### src/rtl/tscap_pkg.sv
// Shared constants for the timestamp capture block: edge-select encodings,
// FIFO entry width and drop-counter width (drop counter only with TSCAP_DROP_CNT_EN).
package tscap_pkg;

  typedef enum logic [1:0] {
    EDGE_OFF  = 2'b00,
    EDGE_RISE = 2'b01,
    EDGE_FALL = 2'b10,
    EDGE_BOTH = 2'b11
  } edge_sel_e;

  localparam int CNT_W_DEF = 32;
  localparam int ENTRY_W   = CNT_W_DEF + 1;

  localparam int DROP_CNT_W = 8;
  localparam logic [DROP_CNT_W-1:0] DROP_CNT_MAX = '1;

  // Entry is {count, rise}: one polarity bit below the timestamp.
  function automatic int entry_w(input int cnt_w);
    return cnt_w + 1;
  endfunction

endpackage

### src/rtl/tscap_fifo.sv
// Synchronous FIFO with extended pointers; head is read combinationally and
// forced to zero while empty so the outputs have defined reset values.
module tscap_fifo #(
  parameter int WIDTH = 33,
  parameter int DEPTH = 8
) (
  input  logic                     clk,
  input  logic                     rst,
  input  logic                     push,
  input  logic [WIDTH-1:0]         push_data,
  input  logic                     pop,
  output logic [WIDTH-1:0]         head,
  output logic                     full,
  output logic                     empty,
  output logic [$clog2(DEPTH):0]   fill
);

  localparam int AW = $clog2(DEPTH);

  logic [AW:0]      wr_ptr;
  logic [AW:0]      rd_ptr;
  logic [WIDTH-1:0] mem [DEPTH];
  logic             do_push;
  logic             do_pop;

  assign fill  = wr_ptr - rd_ptr;
  assign full  = (fill == (AW+1)'(DEPTH));
  assign empty = (fill == '0);

  // A full FIFO still accepts a push when the head leaves in the same cycle.
  assign do_pop  = pop & ~empty;
  assign do_push = push & (~full | do_pop);

  always_ff @(posedge clk or negedge rst) begin
    if (!rst) begin
      wr_ptr <= '0;
      rd_ptr <= '0;
    end else begin
      if (do_push) wr_ptr <= wr_ptr + 1'b1;
      if (do_pop)  rd_ptr <= rd_ptr + 1'b1;
    end
  end

  always_ff @(posedge clk) begin
    if (do_push) mem[wr_ptr[AW-1:0]] <= push_data;
  end

  assign head = empty ? '0 : mem[rd_ptr[AW-1:0]];

endmodule

### src/rtl/timestamp_capture.sv
// Captures {count, polarity} on qualified edges of an asynchronous event line.
// Optional drop counter output drop_cnt is enabled by defining TSCAP_DROP_CNT_EN.
module timestamp_capture
  import tscap_pkg::*;
#(
  parameter int CNT_W       = 32,
  parameter int DEPTH       = 8,
  parameter int SYNC_STAGES = 2
) (
  input  logic                     clk,
  input  logic                     rst,
  input  logic [CNT_W-1:0]         count,
  input  logic                     event_in,
  input  logic [1:0]               edge_sel,
  output logic [CNT_W-1:0]         ts_data,
  output logic                     ts_edge,
  output logic                     ts_valid,
  input  logic                     ts_ready,
  output logic [$clog2(DEPTH):0]   fill,
  output logic                     overflow,
  input  logic                     ovf_clr
`ifdef TSCAP_DROP_CNT_EN
  ,
  output logic [DROP_CNT_W-1:0]    drop_cnt
`endif
);

  localparam int EW = entry_w(CNT_W);

  logic [SYNC_STAGES-1:0] evt_sync_p0;
  logic                   evt_hist_p1;
  logic                   sync_lvl;
  logic                   rise;
  logic                   fall;
  logic                   rise_en;
  logic                   fall_en;
  logic                   evt;
  logic                   drop;
  logic                   full;
  logic                   empty;
  logic [EW-1:0]          head;

  // Synchronizer chain feeding the history flop; history tracks even when disabled.
  always_ff @(posedge clk or negedge rst) begin
    if (!rst) begin
      evt_sync_p0 <= '0;
      evt_hist_p1 <= 1'b0;
    end else begin
      evt_sync_p0 <= {evt_sync_p0[SYNC_STAGES-2:0], event_in};
      evt_hist_p1 <= evt_sync_p0[SYNC_STAGES-1];
    end
  end

  assign sync_lvl = evt_sync_p0[SYNC_STAGES-1];
  assign rise     = sync_lvl & ~evt_hist_p1;
  assign fall     = ~sync_lvl & evt_hist_p1;
  assign rise_en  = (edge_sel == EDGE_RISE) | (edge_sel == EDGE_BOTH);
  assign fall_en  = (edge_sel == EDGE_FALL) | (edge_sel == EDGE_BOTH);
  assign evt      = (rise & rise_en) | (fall & fall_en);

  // Only a push that finds the FIFO full with no departing head is lost.
  assign drop = evt & full & ~ts_ready;

  tscap_fifo #(
    .WIDTH (EW),
    .DEPTH (DEPTH)
  ) u_fifo (
    .clk       (clk),
    .rst       (rst),
    .push      (evt),
    .push_data ({count, rise}),
    .pop       (ts_ready),
    .head      (head),
    .full      (full),
    .empty     (empty),
    .fill      (fill)
  );

  assign ts_valid = ~empty;
  assign ts_data  = head[EW-1:1];
  assign ts_edge  = head[0];

  always_ff @(posedge clk or negedge rst) begin
    if (!rst) begin
      overflow <= 1'b0;
    end else if (drop) begin
      overflow <= 1'b1;
    end else if (ovf_clr) begin
      overflow <= 1'b0;
    end
  end

`ifdef TSCAP_DROP_CNT_EN
  always_ff @(posedge clk or negedge rst) begin
    if (!rst) begin
      drop_cnt <= '0;
    end else if (ovf_clr) begin
      drop_cnt <= drop ? DROP_CNT_W'(1) : '0;
    end else if (drop && drop_cnt != DROP_CNT_MAX) begin
      drop_cnt <= drop_cnt + 1'b1;
    end
  end
`endif

endmodule

### config.mk
export PLATFORM = sky130hd
export DESIGN_NAME = timestamp_capture
export DESIGN_NICKNAME = d
export VERILOG_FILES = /design/src/rtl/tscap_pkg.sv /design/src/rtl/tscap_fifo.sv /design/src/rtl/timestamp_capture.sv
export SDC_FILE = /design/constraint.sdc
export NUM_CORES = 1
export LEC_CHECK = 0
export CAP_MARGIN = 5
export CELL_PAD_IN_SITES_DETAIL_PLACEMENT = 0
export CELL_PAD_IN_SITES_GLOBAL_PLACEMENT = 1
export CORE_MARGIN = 1.5
export CORE_UTILIZATION = 50
export CTS_CLUSTER_SIZE = 14
export DETAILED_ROUTE_END_ITERATION = 16
export GPL_TIMING_DRIVEN = 0
export PLACE_DENSITY = 0.77
export SLEW_MARGIN = 20
export SYNTH_ARGS = -nofsm -noshare
export SYNTH_HDL_FRONTEND = slang
export SYNTH_HIERARCHICAL = 1
export SYNTH_SLANG_ARGS = --single-unit
### constraint.sdc
create_clock -name clk -period 6.8 [get_ports clk]
set_input_delay 1.36 -clock clk [delete_from_list [all_inputs] [get_ports clk]]
set_output_delay 1.36 -clock clk [all_outputs]
set_load 0.005 [all_outputs]
### Word level (Yosys, flattened, before mapping)

Memories as Yosys holds them, arrays and structs flattened.
Cells that the tools add are included.

| storage, ports and cells | value |
|---|---|
| memories | 1 |
| RAM bits | 264 |
| word-level logic and storage cells | 37 |
| bits of input ports | 39 |
| output and inout bits | 39 |
| register bits after elaboration | 12 |

Memories:

| memory | words | width | read ports | clocked after Yosys merged registers in | wr ports | line | RTL |
|---|---|---|---|---|---|---|---|
| u_fifo.mem | 8 | 33 | 1 | 0 | 1 | tscap_fifo.sv:22 | `logic [WIDTH-1:0] mem [DEPTH];` |

| cells by class | value |
|---|---|
| reduce and logical (&&, ||, !) cells | 2 |
| multiplexer cells | 5 |
| add/subtract/negate cells | 3 |
| bitwise gates (word level) | 17 |
| equal/unequal tests | 4 |

Operators with widths:

| kind | count |
|---|---|
| 2-to-1 mux 33 bit | 1 |
| adder 4 x 1 -> 4 bit, second input constant | 2 |
| AND 1 bit | 8 |
| NOT 1 bit | 5 |
| equality test 2 bit, second input constant | 2 |
| equality test 4 bit, second input constant | 1 |
| zero test 4 bit | 1 |
| 2-to-1 mux 1 bit | 4 |
| OR 1 bit | 4 |
| subtractor 4 bit | 1 |
| equality test 2 x 1 -> 1 bit, second input constant | 1 |
| nonzero test 2 bit | 1 |

### Logic depth before layout (Yosys ltp)

| logic depth | value |
|---|---|
| word-level depth | 8 |
| depth in mapped cells | 11 |
| gate-level depth less buffers | 9 |

### Cells and area by module

Netlist, hierarchy kept.

By module, submodules not included:

| module | seq. area each (um2) | area each (um2) | times used | cells an instance |
|---|---|---|---|---|
| tscap_fifo | 8127.8 | 10543.9 | 1 | 515 |
| timestamp_capture | 100.1 | 163.9 | 1 | 12 |

### Worst setup path after synthesis

Ideal clock, no wire load.

| path | value |
|---|---|
| path type | register -> register |
| from | register u_fifo.rd_ptr[1] |
| to | memory u_fifo.mem[0][0], enable pin |
| required time | 6.294 ns |
| clock period less this slack | 5.575 ns |
| buffers on the path | 3 |
| library setup time | 0.506 ns |
| path slack | 1.225 ns |
| cell stages (with the launch flop) | 10 |
| arrival | 5.069 ns |
| cells stage by stage | dfrtp_1 -> clkbuf_1 -> buf_2 -> buf_2 -> inv_1 -> fa_1 -> xor2_1 -> or3_4 -> o31ai_1 -> nor4_1 |

| between the ends | value |
|---|---|
| cells in the longest elaborated chain, start to end | 8 |
| elaborated cells on any way between the ends | 10 |
| those cells by class | 1 x add/sub; 1 x eq/ne; 2 x mux; 5 x bitwise; 1 x reduce/logical |

Ends and longest elaborated chain:

| what | line | RTL |
|---|---|---|
| start: declaration | tscap_fifo.sv:21 | `logic [AW:0] rd_ptr;` |
| start signal: assignment | tscap_fifo.sv:40 | `if (do_pop) rd_ptr <= rd_ptr + 1'b1;` |
| subtractor 4 bit * | tscap_fifo.sv:26 | `assign fill = wr_ptr - rd_ptr;` |
| via fill[2] | timestamp_capture.sv:19 | `output logic [$clog2(DEPTH):0] fill,` |
| zero test 4 bit | tscap_fifo.sv:28 | `assign empty = (fill == '0);` |
| NOT 1 bit | tscap_fifo.sv:31 | `assign do_pop = pop & ~empty;` |
| AND 1 bit | tscap_fifo.sv:31 |  |
| OR 1 bit * | tscap_fifo.sv:32 | `assign do_push = push & (~full \| do_pop);` |
| AND 1 bit * | tscap_fifo.sv:32 |  |
| 2-to-1 mux 1 bit * | tscap_fifo.sv:45 | `if (do_push) mem[wr_ptr[AW-1:0]] <= push_data;` |
| 2-to-1 mux 1 bit (implied by the code) * | tscap_fifo.sv:45 |  |
| end: declaration | tscap_fifo.sv:22 |  |

The timed path passes the listed nets; every way through them passes the cells marked *.

### Final worst setup path

| path | value |
|---|---|
| from | register u_fifo.rd_ptr[2] |
| to | output port ts_data[16] |

| between the ends | value |
|---|---|
| cells in the longest elaborated chain, start to end | 3 |
| elaborated cells on any way between the ends | 4 |
| those cells by class | 1 x add/sub; 1 x mux; 1 x reduce/logical; 1 x memory |

Ends and longest elaborated chain:

| what | line | RTL |
|---|---|---|
| subtractor 4 bit | tscap_fifo.sv:26 |  |
| zero test 4 bit | tscap_fifo.sv:28 |  |
| 2-to-1 mux 33 bit * | tscap_fifo.sv:48 | `assign head = empty ? '0 : mem[rd_ptr[AW-1:0]];` |
| end: declaration | timestamp_capture.sv:15 | `output logic [CNT_W-1:0] ts_data,` |

Mark *: on every way between the ends. The rest lies on a longest branch, timed or not.

==> results.yml <==
run_status:
  status: "finished clean"
synth:
  synth_area_mm2: 0.0107
  synth_top_area_share: 0.740
  synth_cell_types: 33
  syn_area_per_cell_um2: 20.3
  yosysMostFrequentCell: "edfxtp_1"
  yosysSeqAreaShare: 0.768
  async_flop_share: 0.0435
  synth-edff-count: 264
  ys_warn_count: 6
  synth_flop_cell: "edfxtp_1"
  yosys.area.top_type: "edfxtp_1"
  synth.net_count: 572
  ys_top_cells_by_count: "edfxtp_1, nand2_1, mux4_2, a21oi_1, clkbuf_1"
  synthCells: 527
  synth-seq-cells: 276
  synth_area_leaders: "edfxtp_1, mux4_2, dfrtp_1"
placement:
  post-place-ws_ps: 1520
  dpl_cell_area_mm2: 0.0121
  dp_hpwl_mm: 14.1
  dpl.cell_count: 907
  place_congestion: 0.741
  numPortBuffers: 77
power_and_ir_drop:
  p_total_mw: 5.62
  leakage_nw: 4.34
  power_density_mw_per_mm2: 432
  peakVddDrop_uv: 238
final_layout:
  layout-drive-gt1-share: 0.235
  antenna_cells: 0
  final_area_mm2: 0.0130
  nets: 706
  seqCellArea_mm2: 0.00823
  area_delta_synth_final_pct: 21.6
  instances_no_fill: 955
  multi_input_area_mm2: 0.00234
  n_fill_cell: 1447
route:
  drtIter0Drc: 540
  wl_per_cell_um: 23.2
  ant_nets: 0
  route.detailed.drc: 0
  dr.pass1.iters: 4
  num_vias: 5388
  wirelength_mm: 22.1
  vias_per_cell: 5.64
critical_path:
  cp-end-kind: "output pin"
  critPathLaunchType: "flop"
  crit-reg2reg-launch: "u_fifo/rd_ptr[2]$_DFFE_PN0P_"
  worst_path_most_repeated_cell: "clkbuf_1"
  cp.required_ps: 5440
  timing.rr.end: "u_fifo/mem[3][21]$_DFFE_PP_"
  max_stage_delay_ps: 470
  cp_max_fo: 10
  rrSetupSlack_ps: 2330
  cp_slowest_cell: "clkdlybuf4s50_1"
  worstRegToRegCells: 11
  crit_chain: "clkbuf_1, clkinv_1, clkbuf_1, ha_1, xor2_1, or3_4, o21ba_1, buf_6, buf_2, a21oi_1, clkdlybuf4s50_1"
  arrival_ps: 4430
  critical_path_class: "flop to output pin"
grt:
  grt_overflow: 0
  grt_max_degree: 20
  grt_usage: 0.207
  first_global_vias: 5604
  antenna_found_initial: 0
  grt_pass1_wl_mm: 33.6
sta:
  maxSlewViolCount: 0
  setup_viol: 0
  rsz0062_at_grt: "no"
  maxSlewHeadroom: 0.429
  max_freq_ghz: 0.173
  final.period_utilization: 0.851
  skew_ps: 5.78
  setup_slack_ps: 1010
  finalHoldViolations: 0
  timing.final.crit_period_ps: 5790
  max_slew.worst_pin.slew_ps: 852
cts:
  cts_buffer_depth: 3
  clock_latency_ps: 520
  clkTransAtPathRegs_ps: 60
  cts_resized: 0
  cts_tree: "built"
  numClockSinks: 276
  root_buffer: "clkbuf_16"
  cts_buffers: 27
  ctsHoldBuffers: 0
  postCtsSetupRepairBufs: 0
  htreeDepth: 1
floorplan:
  fp.dieW_um: 149
  dieArea_mm2: 0.0223
  die_h_um: 149
  io_pins: 78
  fp-row-count: 53
  start_util: 0.509
  core_area_mm2: 0.0210
flow_run:
  maxCapViolations: 0
worst_hold_path:
  hold_end: "evt_sync_p0[1]$_DFF_PN0_"
  hp-class: "flop to flop"
  hold_depth: 0
  hp-start: "evt_sync_p0[0]$_DFF_PN0_"
## report_power, final
group / switching (mW) / leakage, nW / internal, mW / total, mW
sequential: 0.0548 / 2.53 / 2.02 / 2.07
combinational: 0.985 / 1.37 / 1.06 / 2.05
clock: 0.592 / 0.439 / 0.912 / 1.50
total: 1.63 / 4.34 / 3.99 / 5.62
## worst max-delay path by stage
stage	slack, ps	to	startpoint
floorplan	1230	u_fifo/mem[0][0]$_DFFE_PP_	u_fifo/rd_ptr[1]$_DFFE_PN0P_
global placement	-2800	u_fifo/mem[0][11]$_DFFE_PP_	u_fifo/rd_ptr[2]$_DFFE_PN0P_
detailed placement	1520	ts_data[12]	u_fifo/rd_ptr[2]$_DFFE_PN0P_
CTS	940	ts_data[12]	u_fifo/rd_ptr[2]$_DFFE_PN0P_
global route	790	ts_data[15]	u_fifo/rd_ptr[2]$_DFFE_PN0P_
finish	1010	ts_data[16]	u_fifo/rd_ptr[2]$_DFFE_PN0P_
## metal layers
metal | global-route usage | wire length, um | vias to the layer above
li1 | - | - | 2372
met1 | 0.293 | 9620 | 2819
met2 | 0.335 | 11000 | 165
met3 | 0.0306 | 1010 | 32
met4 | 0.0649 | 463 | 0
met5 | 0 | 0 | -
## placed cells by master, fill, tap and decap left out, types with 9 or more instances in the layout
cell type	instances
a21oi_1	35
clkbuf_1	18
clkinv_1	9
edfxtp_1	264
mux4_2	66
buf_4	20
clkbuf_16	27
buf_2	15
nand2_1	71
inv_1	9
clkdlybuf4s50_1	77
dfrtp_1	12
## per-stage QoR
| stage | utilization | setup TNS, ps | hold WS [ps] |
|---|---|---|---|
| 2_1_floorplan | - | 0 | 331 |
| 3_3_place_gp | 0.562 | -229290 | 341 |
| 3_5_place_dp | 0.577 | 0 | 362 |
| 4_1_cts | 0.619 | 0 | 371 |
| 5_1_grt | 0.619 | 0 | 384 |
| 6_report | 0.619 | 0 | 366 |
## registers in the layout, indices dropped and copies added (netlist names)
signal	cells
evt_sync_p0	2
u_fifo/mem	264
u_fifo/rd_ptr	4
evt_hist_p1	1
u_fifo/wr_ptr	4
overflow	1
## cells by family (layout without fill, tap and decap cells)
logic type               count (synthesis)  in the layout  share of synthesized area
buffers and inverters                   39            192                     0.0165
multiplexers                            68             68                      0.141
AND/OR/NAND/NOR                         90             90                     0.0367
AO/OA/AOI/OAI                           40             40                     0.0229
flip-flops                             276            276                      0.768
XOR/XNOR                                 8              8                    0.00654
adder cells (fa/ha/maj)                  6              6                    0.00771
## area by class of cell
class | count | share of cell area
Sequential cell | 276 | 0.632
Multi-Input combinational cell | 212 | 0.180
Timing Repair Buffer | 105 | 0.0788
Clock buffer | 30 | 0.0528
Tap cell | 275 | 0.0264
Clock inverter | 18 | 0.0163
Buffer | 28 | 0.0104
Inverter | 11 | 0.00317
## worst max-delay path: cells and delay by family (launching register included)
kind	cells	cell delay [ps]
flops	1	320
fa+ha+maj	1	440
compound gates	2	380
simple gates	1	350
xor+xnor	1	180
buf+inv	6	2220
Note: power is estimated with default switching activity, not from simulation.
==> RTL change: new RTL, config.mk and constraints unchanged <==
`DEPTH` is set to 8 in 2 places; all go to 16.
--- a/src/rtl/tscap_fifo.sv
+++ b/src/rtl/tscap_fifo.sv
@@ -4,3 +4,3 @@
   parameter int WIDTH = 33,
-  parameter int DEPTH = 8
+  parameter int DEPTH = 16
 ) (
--- a/src/rtl/timestamp_capture.sv
+++ b/src/rtl/timestamp_capture.sv
@@ -6,3 +6,3 @@
   parameter int CNT_W       = 32,
-  parameter int DEPTH       = 8,
+  parameter int DEPTH       = 16,
   parameter int SYNC_STAGES = 2
Ports: changed (resized fill); port bits go from 78 to 79. No check against the original RTL was run, so the function may have changed too.
==> RTL change against the original RTL <==
Routed wire length increased by 100%; synthesized area increased by 99%; setup slack worse by 0.047 ns; final cell count up 81%; total power rose by 83%; design area grew 92%; fmax fell by 0.81%; critical path depth did not move; sequential power increased by 90%; sequential cell count increased by 266; worst hold slack worse by 0.016 ns; non-clock buffer count increased by 24; critical path type unchanged.
==> RTL change: results (changes against the original RTL) <==
outcome: finished, final reports clean
nets: 1,192 (+69%)
vias in the first global route: 10,611 (+89%)
met2 usage in global routing: 0.345 (+0.00981)
Avg WL per Cell: 26.1 µm (+13%)
Clock Tree Buf Depth: 3 (unchanged)
placed cell count: 1,626 (+79%)
met1 usage: 0.306 (+0.0128)
# fillers: 3,004 (+110%)
initial antenna violation count: 0 (unchanged)
Synth Flop Type: edfxtp_1
Skew-Pair Late Insertion Delay: 0.60 ns (+0.08 ns)
CTS resizes: 0 (unchanged)
H-tree Lvls: 2 (+1)
synth cell count leaders: edfxtp_1, mux4_2, nand2_1, and3_1
Reg clk slew, reported paths: 0.06 ns (about the same)
met1 WL: 19.5 mm (+100%)
Yosys Warn Count: 6 (unchanged)
postcts setup bufs: 0 (unchanged)
DRT Pass-1 Iters: 6 (+2)
post-synthesis cell type count: 48 (+45%)
GR Layer Usage met3: 0.0337 (+0.00309)
Leakage: 8.20 nW (+89%)
worst hold-check path type: register to register
max FFs per register: 528 (+100%)
Inserted Clock Buffers: 54 (+100%)
Clock Tree Root: clkbuf_16
Final HPWL DP: 29.0 mm (+110%)
Max IR drop VDD: 0.221 mV (-7.1%)
GPL Wtd Cong: 0.730 (-1.5%)
Synth area leaders: edfxtp_1, mux4_2, mux4_1
largest net degree at the start of global routing: 20 (unchanged)
Max Clock Skew: 0.0146 ns (+0.00882 ns)
gr usage total: 0.213 (+0.00623)
final WL: 45.0 mm (+100%)
IO buf count: 78 (+1.3%)
DR WL met3: 2.41 mm (+140%)
sequential area share after synthesis: 0.759 (-0.00907)
share of layout cells above drive strength 1: 0.237 (+0.00164)
Worst Setup Slack post-DPL: 1.56 ns (+0.0432 ns)
Post-synth ARST share: 0.0258 (-0.0176)
max layer used: met4
Antenna diodes: 0 (unchanged)
mean area per synthesized cell: 21.7 µm² (+7.0%)
DRT iter0 DRCs: 838 (+55%)
synthesized net count: 1,031 (+80%)
Post-synth EDFFs: 528 (+100%)
first-pass GRT wire length: 68.0 mm (+100%)
met2 WL: 22.2 mm (+100%)
worst slew pin tran: 0.886 ns (+0.0332 ns)
CP arrival: 4.47 ns (+0.04 ns)
Vias: 10,229 (+90%)
worst-path maximum fanout: 10 (unchanged)
RTL change: cell count changes in the layout (fill, tap and decap cells not counted), moves of 28 or more:
cell,delta
a211oi_1,+33
a21oi_1,-33
and3_1,+33
clkbuf_16,+28
edfxtp_1,+264
mux2i_1,+33
mux4_2,+50
RTL change: stage by stage:
stage                     utilization  hold slack (ns)  cell area, µm²  TNS, ns
after floorplan                     -            0.331           21300        0
after global placement          0.542            0.337           22800   -38.85
after detailed placement        0.556            0.336           23400        0
after CTS                       0.595            0.350           25000        0
after global routing            0.595            0.375           25000        0
final                           0.595            0.350           25000        0
RTL change: power by group:
part           total, mW  internal [mW]  switching, mW  leakage (nW)
registers           3.93           3.86         0.0637          4.93
clock network       2.76           1.56           1.20         0.808
logic               3.58           1.76           1.82          2.47
RTL change: critical path: stages, from the launching register on:
cell,delay [ns]
dfrtp_1,0.36
clkbuf_1,0.22
inv_1,0.35
clkbuf_1,0.50
ha_1,0.40
a21oi_1,0.21
a21o_1,0.22
a22oi_2,0.12
buf_6,0.17
buf_6,0.16
a211oi_1,0.51
clkdlybuf4s50_1,0.63
RTL change: cell families (layout without fill, tap and decap cells):
kind of cell | Yosys count | after routing | share of synthesized area
buffers and inverters | 67 | 271 | 0.0198
XOR/XNOR | 11 | 11 | 0.00451
AO/OA/AOI/OAI | 43 | 43 | 0.0171
multiplexers | 167 | 167 | 0.159
adder cells (fa/ha/maj) | 10 | 10 | 0.00621
flip-flops | 542 | 542 | 0.759
AND/OR/NAND/NOR | 142 | 142 | 0.0342
RTL change: worst paths after layout:
kind | end | depth (start not counted) | slack (ns) | start
max reg2reg | u_fifo/mem[0][5]$_DFFE_PP_ | 11 | 2.37 | u_fifo/rd_ptr[2]$_DFFE_PN0P_
max | ts_data[11] | 11 | 0.97 | u_fifo/rd_ptr[3]$_DFFE_PN0P_
min in group asynchronous | evt_sync_p0[1]$_DFF_PN0_ | 1 | 1.20 | rst
min reg2reg | evt_sync_p0[1]$_DFF_PN0_ | 0 | 0.35 | evt_sync_p0[0]$_DFF_PN0_
min | evt_sync_p0[1]$_DFF_PN0_ | 0 | 0.35 | evt_sync_p0[0]$_DFF_PN0_
max in group asynchronous | u_fifo/rd_ptr[1]$_DFFE_PN0P_ | 1 | 5.14 | rst
RTL change: cell type report:
| class | instances | area (µm²) | share of cell area |
|---|---|---|---|
| tap | 539 | 674 | 0.0270 |
| timing repair buffer | 105 | 1260 | 0.0504 |
| clock inverter | 32 | 218 | 0.00870 |
| sequential | 542 | 16200 | 0.648 |
| inverter | 15 | 56.3 | 0.00225 |
| multi-input combinational | 373 | 4820 | 0.193 |
| buffer | 52 | 367 | 0.0147 |
| clock buffer | 67 | 1420 | 0.0568 |
